`src/rtl/fpadd_pipe.sv`:
```
// Three-stage elastic floating-point adder/subtractor (align, add, normalise/round/pack).
// Define FPADD_RNE_EN for round-to-nearest-even; otherwise results are truncated.
module fpadd_pipe #(
   parameter int EXP_W = 8,
   parameter int MAN_W = 23
) (
   input  logic                 clk,
   input  logic                 rst,
   input  logic                 in_valid,
   output logic                 in_ready,
   input  logic [EXP_W+MAN_W:0] a,
   input  logic [EXP_W+MAN_W:0] b,
   input  logic                 ctrl,
   output logic                 out_valid,
   input  logic                 out_ready,
   output logic [EXP_W+MAN_W:0] ans,
   output logic                 ovf,
   output logic                 unf
);

   localparam int W   = EXP_W + MAN_W + 1;
   localparam int SW  = MAN_W + 4;
   localparam int LZW = $clog2(MAN_W + 4);
   localparam int XW  = EXP_W + LZW + 2;
   localparam logic [EXP_W-1:0] EXP_ONES = '1;
   localparam logic [W-1:0] QNAN = {1'b0, {EXP_W{1'b1}}, 1'b1, {(MAN_W-1){1'b0}}};

   function automatic logic [LZW-1:0] lzc(input logic [SW-1:0] v);
      logic [LZW-1:0] cnt;
      cnt = '0;
      for (int i = 0; i < SW; i++)
         if (v[i]) cnt = LZW'(SW - 1 - i);
      return cnt;
   endfunction

   // handshake: each stage loads when empty or when its occupant moves on this edge
   logic v1, v2, v3;
   logic ld1, ld2, ld3;

   assign ld3       = ~v3 | out_ready;
   assign ld2       = ~v2 | ld3;
   assign ld1       = ~v1 | ld2;
   assign in_ready  = ld1;
   assign out_valid = v3;

   always_ff @(posedge clk) begin
      if (rst) begin
         v1 <= 1'b0;
         v2 <= 1'b0;
         v3 <= 1'b0;
      end else begin
         if (ld1) v1 <= in_valid;
         if (ld2) v2 <= v1;
         if (ld3) v3 <= v2;
      end
   end

   // stage 1: classify, swap, align
   logic             sa, sb, ia, ib, a_big;
   logic [EXP_W-1:0] ea, eb, big_exp, sml_exp, exp_diff;
   logic [MAN_W:0]   sig_a, sig_b, big_sig, sml_sig;
   logic             big_sign, lost, spec_d;
   logic [SW-1:0]    sml_ext, sml_sh, sml_aln;
   logic [W-1:0]     spec_ans_d;

   always_comb begin
      sa       = a[W-1];
      sb       = b[W-1] ^ ctrl;
      ea       = a[W-2:MAN_W];
      eb       = b[W-2:MAN_W];
      ia       = (ea == EXP_ONES);
      ib       = (eb == EXP_ONES);
      sig_a    = (ea == '0) ? '0 : {1'b1, a[MAN_W-1:0]};
      sig_b    = (eb == '0) ? '0 : {1'b1, b[MAN_W-1:0]};
      a_big    = (a[W-2:0] >= b[W-2:0]);
      big_sign = a_big ? sa : sb;
      big_exp  = a_big ? ea : eb;
      big_sig  = a_big ? sig_a : sig_b;
      sml_exp  = a_big ? eb : ea;
      sml_sig  = a_big ? sig_b : sig_a;
      exp_diff = big_exp - sml_exp;
      sml_ext  = {sml_sig, 3'b000};
      sml_sh   = sml_ext >> exp_diff;
      lost     = |(sml_ext & ~({SW{1'b1}} << exp_diff));
      if (int'(exp_diff) >= MAN_W + 3)
         sml_aln = {{(SW-1){1'b0}}, |sml_sig};
      else
         sml_aln = {sml_sh[SW-1:1], sml_sh[0] | lost};
      spec_d = ia | ib;
      if (ia && ib && (sa != sb))
         spec_ans_d = QNAN;
      else if (ia)
         spec_ans_d = {sa, EXP_ONES, {MAN_W{1'b0}}};
      else
         spec_ans_d = {sb, EXP_ONES, {MAN_W{1'b0}}};
   end

   logic             s1_sign, s1_sub, s1_spec;
   logic [EXP_W-1:0] s1_exp;
   logic [MAN_W:0]   s1_sig_big;
   logic [SW-1:0]    s1_sig_sml;
   logic [W-1:0]     s1_spec_ans;

   always_ff @(posedge clk) begin
      if (ld1 && in_valid) begin
         s1_sign     <= big_sign;
         s1_sub      <= sa ^ sb;
         s1_exp      <= big_exp;
         s1_sig_big  <= big_sig;
         s1_sig_sml  <= sml_aln;
         s1_spec     <= spec_d;
         s1_spec_ans <= spec_ans_d;
      end
   end

   // stage 2: magnitude add or subtract (big is never smaller than small)
   logic [MAN_W+4:0] sum_d;

   always_comb begin
      if (s1_sub)
         sum_d = {1'b0, s1_sig_big, 3'b000} - {1'b0, s1_sig_sml};
      else
         sum_d = {1'b0, s1_sig_big, 3'b000} + {1'b0, s1_sig_sml};
   end

   logic             s2_sign, s2_spec;
   logic [EXP_W-1:0] s2_exp;
   logic [MAN_W+4:0] s2_sum;
   logic [W-1:0]     s2_spec_ans;

   always_ff @(posedge clk) begin
      if (ld2 && v1) begin
         s2_sign     <= s1_sign;
         s2_exp      <= s1_exp;
         s2_sum      <= sum_d;
         s2_spec     <= s1_spec;
         s2_spec_ans <= s1_spec_ans;
      end
   end

   // stage 3: normalise, round, pack, special cases
   logic [LZW-1:0]   lz;
   logic [SW-1:0]    norm;
   logic [XW-1:0]    e_n;
   logic [MAN_W-1:0] frac;
   logic [W-1:0]     ans_d;
   logic             ovf_d, unf_d;
`ifdef FPADD_RNE_EN
   logic             rnd_inc;
   logic [MAN_W+1:0] man_r;
`else
   logic             grs_unused;
   assign grs_unused = |{norm[SW-1], norm[2:0]};
`endif

   always_comb begin
      lz    = '0;
      norm  = '0;
      e_n   = '0;
      frac  = '0;
      ovf_d = 1'b0;
      unf_d = 1'b0;
`ifdef FPADD_RNE_EN
      rnd_inc = 1'b0;
      man_r   = '0;
`endif
      if (s2_sum[MAN_W+4]) begin
         norm = {s2_sum[MAN_W+4:2], s2_sum[1] | s2_sum[0]};
         e_n  = XW'(s2_exp) + XW'(1);
      end else begin
         lz   = lzc(s2_sum[SW-1:0]);
         norm = s2_sum[SW-1:0] << lz;
         e_n  = XW'(s2_exp) - XW'(lz);
      end
`ifdef FPADD_RNE_EN
      rnd_inc = norm[2] & (norm[1] | norm[0] | norm[3]);
      man_r   = {1'b0, norm[SW-1:3]} + (MAN_W+2)'(rnd_inc);
      if (man_r[MAN_W+1]) begin
         frac = man_r[MAN_W:1];
         e_n  = e_n + XW'(1);
      end else begin
         frac = man_r[MAN_W-1:0];
      end
`else
      frac = norm[SW-2:3];
`endif
      ans_d = {s2_sign, e_n[EXP_W-1:0], frac};
      if (s2_spec) begin
         ans_d = s2_spec_ans;
      end else if (s2_sum == '0) begin
         ans_d = '0;
      end else if (!e_n[XW-1] && (e_n >= XW'(EXP_ONES))) begin
         ans_d = {s2_sign, EXP_ONES, {MAN_W{1'b0}}};
         ovf_d = 1'b1;
      end else if (e_n[XW-1] || (e_n == '0)) begin
         ans_d = {s2_sign, {(W-1){1'b0}}};
         unf_d = 1'b1;
      end
   end

   always_ff @(posedge clk) begin
      if (rst) begin
         ans <= '0;
         ovf <= 1'b0;
         unf <= 1'b0;
      end else if (ld3 && v2) begin
         ans <= ans_d;
         ovf <= ovf_d;
         unf <= unf_d;
      end
   end

endmodule
```
`config.mk`:
```
export PLATFORM = sky130hd
export DESIGN_NAME = fpadd_pipe
export DESIGN_NICKNAME = d
export VERILOG_FILES = /design/src/rtl/fpadd_pipe.sv
export SDC_FILE = /design/constraint.sdc
export NUM_CORES = 1
export LEC_CHECK = 0
export ABC_AREA = 1
export CAP_MARGIN = 40
export CORE_MARGIN = 1
export CORE_UTILIZATION = 30
export CTS_CLUSTER_DIAMETER = 50
export DETAILED_ROUTE_END_ITERATION = 12
export PLACE_DENSITY = 0.44
export RECOVER_POWER = 100
export SYNTH_ARGS = -nofsm -noshare
export SYNTH_HDL_FRONTEND = slang
export SYNTH_SLANG_ARGS = --single-unit
```
`constraint.sdc`:
```
create_clock -name clk -period 5.25 [get_ports clk]
set_input_delay 1.05 -clock clk [delete_from_list [all_inputs] [get_ports clk]]
set_output_delay 1.05 -clock clk [all_outputs]
set_load 0.03 [all_outputs]
```
==> flow_summary.yaml, run 1 <==
placed_design:
  placed_cell_area_um2: 15100
  place_ws_ps: -70.4
  portBuffers: 104
  place_inst: 2596
  place.gp.congestion: 0.921
  hpwl_um: 37300
logic_synthesis:
  synth_area_um2: 12800
  yosys_warnings: 0
  async_flop_share_pct: 0
  syn_nets: 2075
  ys.flop_type: "edfxtp_1"
  synth_edf_count: 104
  synth_cell_types: 57
  avgSynthCellArea_um2: 6.65
  synthCells: 1917
  synth-seq-cells: 141
  synth-seq-area-share_pct: 30.3
detailed_routing:
  dr_total_vias: 13219
  via_per_inst: 5.03
  dr.pass1.iters: 5
  drcViolationCount: 0
  routedWlPerCell_um: 17.3
  drtAntennaViolNets: 0
  initialDrtViolationCount: 707
  routed_wl_um: 45500
critical_path:
  criticalPathCategory: "input port to flip-flop"
  cp_max_fo: 16
  setup.worst_path.end_class: "flip-flop"
  cp-start-kind: "input port"
  cp.arrival_ps: 5240
  crit_required_ps: 5560
cells_and_area:
  nFillCells: 4557
  nNetsFinal: 2234
  diodes: 0
  layout_commonest_cell: "nand2_1"
  postLayoutCellArea_um2: 15600
  area_growth_pct: 22.2
  finalNonFillerCells: 2628
  mostFrequentLayoutCells: "nand2_1, inv_1, nand3_1"
  post-route-util_pct: 37.2
  layout-drive-gt1-share_pct: 7.71
cts:
  clkTransAtPathRegs_ps: 60
  h-tree-depth: 4
  max-clock-path-buffers: 2
  hold_buffers: 0
  clock-sinks: 141
  numCtsBuffers: 17
  post_cts_buffers: 0
  worstSkewPairLatency_ps: 440
  cts_tree: "yes"
  clockRootBuffer: "clkbuf_16"
sta:
  worstMarginPinSlew_ps: 2110
  timing.final.ws_setup_ps: 328
  finalSetupViolations: 0
  finalMaxSlewViolations: 83
  max_freq_mhz: 203
  relSlewSlack_pct: -40.5
  post-route-min-period_ps: 4920
  finalCritPeriodShare_pct: 93.7
  holdWs_ps: 417
  hold_viol: 0
  skew_ps: 15.4
  setup_tns_ps: 0
  rsz0062_at_grt: "false"
pwr:
  p_leak_nw: 7.36
  power.total_mw: 4.46
  power_density_nw_per_um2: 286
  peakVddDrop_uv: 227
run:
  drv_cap: 2
hold_path:
  holdCritPathClass: "flip-flop to flip-flop"
floorplanning:
  initial_utilization_pct: 30.4
  die_x_um: 208
  ioPinCount: 105
  row_count: 75
  die_y_um: 208
  fp.dieArea_um2: 43300
  core-area_um2: 41900
global_route:
  antenna_found_initial: 0
  grt_pass1_vias: 12828
  grt_pass1_wl_um: 71100
  grt_max_degree: 42
  overflow: 0
  grt.total_usage_pct: 21.0
status:
  violations: "max-capacitance violations, max-slew violations"
  status: "finished with violations"
## per-layer routing
| metal | up-vias | share of wire [%] | track usage (%) |
|---|---|---|---|
| met4 | 0 | 2.8 | 7.46 |
| met3 | 63 | 3.4 | 2.14 |
| met5 | - | 0 | 0 |
| li1 | 6734 | - | - |
| met1 | 6117 | 44 | 25.8 |
| met2 | 305 | 50 | 37.9 |
## state kept, by name, indices dropped and copies added (netlist names)
name and count:
s2_exp 8, s2_spec_ans 2, s1_sig_sml 27, s1_sig_big 24, s2_sign 1, unf 1
s2_spec 1, out_valid 1, ovf 1, s1_exp 8, s1_sign 1, s1_spec_ans 2
s1_sub 1, v1 1, s1_spec 1, s2_sum 28, v2 1, ans 32
## what timing repair did
| item | in CTS | in global routing |
|---|---|---|
| endpoints found under the hold margin | 0 | 0 |
| setup endpoints to repair | 0 | 2 |
| gates resized for setup | 0 | 1 |
## layout make-up
cell class | count | area (um2) | share of cell area [%]
Inverter | 260 | 976 | 6.26
Clock buffer | 18 | 429 | 2.75
Multi-Input combinational cell | 1435 | 7570 | 48.5
Clock inverter | 14 | 111 | 0.714
Timing Repair Buffer | 221 | 1970 | 12.6
Sequential cell | 141 | 3860 | 24.8
Tap cell | 539 | 674 | 4.33
## path summary, 6_finish.rpt
check                  from             end  slack, ps  cells after the start
setup / recovery      b[28]  s1_sig_sml[12]        330                     26
hold / removal    s1_exp[0]       s2_exp[0]        420                      0
setup reg to reg  s2_sum[2]          ans[0]        570                     42
hold reg to reg   s1_exp[0]       s2_exp[0]        420                      0
## critical path, cell delays in order
cell	delay (ps)
clkdlybuf4s50_1	510
inv_1	80
ha_1	330
buf_4	140
nand2_1	80
nor4_1	280
nand3_1	120
nand2_1	110
nor2_2	50
nand2_2	100
buf_12	120
nand2_1	130
nand3_1	100
nand2_1	100
a21oi_1	200
nand3_2	140
nand2_1	130
nand2_2	70
buf_12	160
nor2_2	120
nand2_1	110
o21ai_2	200
o21ai_1	100
buf_4	140
a211oi_1	380
buf_4	180
## synth_stat cells (23+ instances only)
cell type / count / area share [%]
nand2_1: 531 / 16
inv_1: 253 / 7.4
nand3_1: 233 / 9.1
a21oi_1: 148 / 5.8
nor2_1: 105 / 3.1
edfxtp_1: 104 / 24
o21ai_0: 89 / 3.5
ha_1: 87 / 8.5
clkbuf_1: 51 / 1.5
o22ai_1: 41 / 2.0
dfxtp_1: 37 / 5.8
xor2_1: 29 / 2.0
nand4_1: 23 / 1.1
## cells by family after synthesis
kind of cell             Yosys count  synth area share (%)
adder cells (fa/ha/maj)           89                  8.85
XOR/XNOR                          34                  2.39
AO/OA/AOI/OAI                    361                  16.1
buffers and inverters            341                  10.3
multiplexers                       4                 0.314
flip-flops                       141                  30.3
AND/OR/NAND/NOR                  947                  31.7
## report_power, final
| part | internal [mW] | switching [mW] | leakage [nW] | total [mW] |
|---|---|---|---|---|
| Clock | 0.612 | 0.499 | 0.257 | 1.11 |
| Sequential | 1.32 | 0.0613 | 1.33 | 1.38 |
| Combinational | 0.707 | 1.26 | 5.77 | 1.97 |
| Total | 2.64 | 1.82 | 7.36 | 4.46 |
No activity file was read; power rests on OpenSTA's default activity.
==> inputs of run 2 (changes only) <==
- CORE_MARGIN: 1 -> 2
- clock period: 5.25 -> 6.2 ns (I/O delays scaled with it)
==> run 2 against run 1 <==
Compared with the run above: core utilization shrank 1.4 points; sequential power shrank 15%; hold slack lost 2.8 ps; design area shrank 3.7%; clock power shrank 5%; worst setup slack gained 230 ps; global-route usage shrank 0.37 points; the run still ends with max-capacitance violations, max-slew violations left; register-to-register slack gained 150 ps; critical path type unchanged; first-iteration DRC count grew 28%; combinational power shrank 22%; count of clock-buffer cells in the layout grew 6.
==> flow_summary.yaml, run 2 (synthesized netlist as in run 1, its figures left out) <==
pwr:
  p_sw_mw: 1.50
  power_density_nw_per_um2: 250
  peakVddDrop_uv: 176
  netSwitchingFraction_pct: 39.8
  p_leak_nw: 7.02
  pwr-share-seq_pct: 31.2
  internal_power_mw: 2.26
  pwr-share-clk_pct: 27.8
  p_comb_share_pct: 41.0
cells_and_area:
  diodes: 0
  top_register: "ans"
  mostFrequentLayoutCells: "nand2_1, inv_1, nand3_1"
  layout-drive-gt1-share_pct: 4.23
  reg.largest.list: "ans (32), s2_sum (28), s1_sig_sml (27)"
  postLayoutCellArea_um2: 15000
  multi_input_area_um2: 7560
  area_growth_pct: 17.7
  layout_commonest_cell: "nand2_1"
  largest_reg_flops: 32
  post-route-util_pct: 35.8
  layout.area.seq_um2: 3860
  nFillCells: 4551
  nNetsFinal: 2155
sta:
  worstMarginPinSlew_ps: 2100
  relSlewSlack_pct: -39.8
  skew_ps: 13.6
  max_freq_mhz: 177
  hold_viol: 0
  rsz0062_at_grt: "false"
  setup_tns_ps: 0
  post-route-min-period_ps: 5640
  finalMaxSlewViolations: 105
  finalSetupViolations: 0
  finalCritPeriodShare_pct: 91.0
status:
  status: "finished with violations"
  violations: "max-capacitance violations, max-slew violations"
global_route:
  grt.total_usage_pct: 20.6
  grt_max_degree: 41
  overflow: 0
  grt_pass1_vias: 12652
  grt_pass1_wl_um: 70900
  antenna_found_initial: 0
critical_path:
  criticalPathCategory: "input port to flip-flop"
  critPathMaxStageDelay_ps: 520
  cp_max_fo: 28
  crit_required_ps: 6350
  cpMostUsedCell: "nand2_1"
  cp.arrival_ps: 5800
  worstSetupPathDepth: 26
  worst-path-buf-inv: 6
  cp-start-kind: "input port"
  critical_path.top_delay_family: "simple AND/OR/NAND/NOR gates"
  r2r_slack_ps: 720
  setup.worst_path.end_class: "flip-flop"
  slowest_stage: "clkdlybuf4s50_1"
  rr_worst_depth: 38
cts:
  post_cts_buffers: 0
  h-tree-depth: 4
  clockRootBuffer: "clkbuf_16"
  cts_resized: 0
  worstSkewPairLatency_ps: 440
  cts_tree: "yes"
  hold_buffers: 0
  clock-sinks: 141
  numCtsBuffers: 17
  clkTransAtPathRegs_ps: 60
  max-clock-path-buffers: 2
floorplanning:
  die_x_um: 210
  die_y_um: 210
  fp.dieArea_um2: 44200
  core-area_um2: 41900
  initial_utilization_pct: 30.4
  row_count: 75
  ioPinCount: 105
detailed_routing:
  routed_wl_um: 45100
  dr.pass1.iters: 5
  via_per_inst: 5.13
  drtAntennaViolNets: 0
  drcViolationCount: 0
  dr_total_vias: 13075
  routedWlPerCell_um: 17.7
  initialDrtViolationCount: 906
placed_design:
  hpwl_um: 36300
  place.gp.congestion: 0.913
  placed_cell_area_um2: 14500
  portBuffers: 104
hold_path:
  hold_depth: 0
  holdCritPathClass: "flip-flop to flip-flop"
run:
  drv_cap: 3
## run 2: changes by cell type in the layout (fill, tap and decap cells not counted), sizes merged
cell      change
inv           -5
bufinv        +1
clkinvlp      -2
buf          -73
## run 2: metrics by stage
stage | setup WS [ps] | hold WS, ps | power [mW] | instances
final | 556 | 414 | 3.76 | 2549
after global routing | 61.7 | 424 | 4.02 | 2549
after CTS | 634 | 412 | 3.81 | 2549
after detailed placement | 165 | 405 | 2.74 | 2517
after global placement | 135 | 405 | 2.74 | 2513
after floorplan | 1610 | 400 | 2.23 | 1917
## run 2: per-layer routing
metal	up-vias	part of all wire [%]	routed length (um)	global-route usage [%]
met2	307	50	22700	37.2
met3	55	3.2	1460	2.06
met1	6117	44	19900	25.8
li1	6596	-	-	-
met4	0	2.3	1050	6.29
met5	-	0	0	0
## run 2: area by class of cell
class                   count  area share (%)
well taps                 539            4.49
clock inverters             8           0.508
inverters                 260            6.50
clock buffers              24            3.57
flip-flops and latches    141            25.7
repair buffers            142            8.83
multi-input cells        1435            50.4
## run 2: path summary, 6_finish.rpt
check | endpoint | start
setup / recovery | s1_sig_sml[0] | b[27]
hold / removal | s2_exp[6] | s1_exp[6]
setup reg to reg | ans[0] | s2_sum[5]
hold reg to reg | s2_exp[6] | s1_exp[6]
## run 2: power groups by stage
stage                     Clock (mW)  Combinational (mW)  Sequential (mW)
after floorplan                    0                1.05             1.19
after CTS                       1.08                1.56             1.17
after global routing            1.11                1.73             1.18
after global placement             0                1.55             1.19
final                           1.05                1.54             1.17
after detailed placement           0                1.55             1.19
## run 2: worst register-to-register path: cells and delay by family, from the launching register on
kind | cells | cell delay [ps]
compound gates | 6 | 960
buf+inv | 2 | 600
fa+ha+maj | 2 | 670
simple gates | 27 | 2420
xor+xnor | 1 | 180
flops | 1 | 490
==> inputs of run 3 (changes only) <==
- CORE_ASPECT_RATIO: unset -> 2
==> run 3 against run 2 <==
Compared with the run above: the run still ends with max-capacitance violations, max-slew violations left; flip-flop and latch count is the same; sequential share of layout area shrank 0.21 points; core utilization grew 0.33 points; hold slack gained 9.5 ps; combinational power grew 8%; wire length grew 16%.
==> flow_summary.yaml, run 3 (synthesized netlist as in run 1, its figures left out) <==
status:
  status: "finished with violations"
  violations: "max-capacitance violations, max-slew violations"
critical_path:
  cp_max_fo: 7
  setup.worst_path.end_class: "flip-flop"
  r2r_slack_ps: 870
  r2r-end: "ans[9]"
  cp-start-kind: "input port"
  rr_startpoint: "s2_sum[2]"
  cp-startpoint: "b[28]"
  cpMostUsedCell: "nand2_1"
  rr_worst_depth: 28
  critPathMaxStageDelay_ps: 590
  crit_required_ps: 6390
  criticalPathCategory: "input port to flip-flop"
  cp.arrival_ps: 6060
  slowest_stage: "dlygate4sd3_1"
sta:
  worstMarginPinSlew_ps: 2040
  timing.final.ws_setup_ps: 327
  skew_ps: 10.6
  hold_viol: 0
  finalCritPeriodShare_pct: 94.7
  setup_tns_ps: 0
  post-route-min-period_ps: 5870
  relSlewSlack_pct: -36.3
  finalMaxSlewViolations: 110
  finalSetupViolations: 0
  rsz0062_at_grt: "false"
  max_freq_mhz: 170
cts:
  cts_resized: 0
  hold_buffers: 0
  cts_tree: "yes"
  clockRootBuffer: "clkbuf_16"
  worstSkewPairLatency_ps: 440
  post_cts_buffers: 0
  numCtsBuffers: 17
  max-clock-path-buffers: 2
  h-tree-depth: 4
  clock-sinks: 141
  clkTransAtPathRegs_ps: 70
hold_path:
  holdCritPathClass: "flip-flop to flip-flop"
  hold_depth: 0
  hold_start: "s1_sign"
  min_to: "s2_sign"
global_route:
  grt_pass1_vias: 13726
  grt.total_usage_pct: 24.0
  antenna_found_initial: 2
  grt_pass1_wl_um: 78600
  overflow: 0
  grt_max_degree: 41
detailed_routing:
  met1_length_um: 15900
  via_per_inst: 5.19
  routedWlPerCell_um: 20.4
  route.met2.wl_um: 31100
  wl_met3_um: 1010
  routed_wl_um: 52400
  dr.pass1.iters: 5
  drcViolationCount: 0
  top_layer_used: "met5"
  initialDrtViolationCount: 544
  drtAntennaViolNets: 0
  dr_total_vias: 13355
run:
  drv_cap: 3
floorplanning:
  ioPinCount: 105
  core-area_um2: 41900
  initial_utilization_pct: 30.4
  row_count: 106
  die_y_um: 296
  fp.dieArea_um2: 44300
  die_x_um: 150
cells_and_area:
  finalNonFillerCells: 2572
  post-route-util_pct: 36.1
  largest_reg_flops: 32
  nFillCells: 4691
  layout-drive-gt1-share_pct: 5.22
  mostFrequentLayoutCells: "nand2_1, inv_1, nand3_1"
  area_growth_pct: 18.7
  top_register: "ans"
  reg.largest.list: "ans (32), s2_sum (28), s1_sig_sml (27)"
  nNetsFinal: 2176
  layout_commonest_cell: "nand2_1"
placed_design:
  hpwl_um: 44400
  place_inst: 2539
  place_ws_ps: 170
  place.gp.congestion: 0.937
  portBuffers: 104
pwr:
  p_leak_nw: 7.10
  power_density_nw_per_um2: 254
  peakVddDrop_uv: 216
[run 3: report_power, final]
group / switching (mW) / leakage (nW) / internal, mW / total (mW)
Sequential: 0.0544 / 1.33 / 1.12 / 1.17
Combinational: 1.13 / 5.48 / 0.526 / 1.66
Clock: 0.480 / 0.291 / 0.543 / 1.02
[run 3: routing by layer]
layer | global-route usage, % | vias to the layer above
met5 | 0 | -
met3 | 2.01 | 156
li1 | - | 6630
met2 | 50.3 | 329
met4 | 19.0 | 2
met1 | 19.2 | 6238
[run 3: worst max-delay path by stage]
stage,to,cells after the start
3_3_place_gp,s1_sig_sml[0],29
6_report,s1_sig_sml[4],30
4_1_cts,s1_sig_sml[0],29
2_1_floorplan,ans[1],41
5_1_grt,s1_sig_sml[0],30
3_5_place_dp,s1_sig_sml[0],29
[run 3: through the flow]
stage | hold WS, ps | cell area, um2 | power [mW]
global placement | 402 | 14600 | 2.86
detailed placement | 408 | 14600 | 2.86
floorplan | 400 | 12800 | 2.23
finish | 423 | 15100 | 3.85
global route | 427 | 15100 | 4.09
CTS | 424 | 15200 | 3.90
[run 3: critical path: cells and delay by family]
kind | cells | cell delay (ps)
buffers and inverters | 6 | 1080
adder cells (fa/ha/maj) | 2 | 610
AND/OR/NAND/NOR | 18 | 2210
AO/OA/AOI/OAI | 4 | 930
[run 3: layout make-up]
cell class / count / area (um2) / share of cell area [%]
well taps: 540 / 676 / 4.46
clock inverters: 15 / 161 / 1.07
inverters: 260 / 976 / 6.45
clock buffers: 17 / 425 / 2.81
flip-flops and latches: 141 / 3860 / 25.5
repair buffers: 163 / 1480 / 9.75
multi-input cells: 1435 / 7560 / 49.9
diodes: 1 / 2.50 / 0.0165
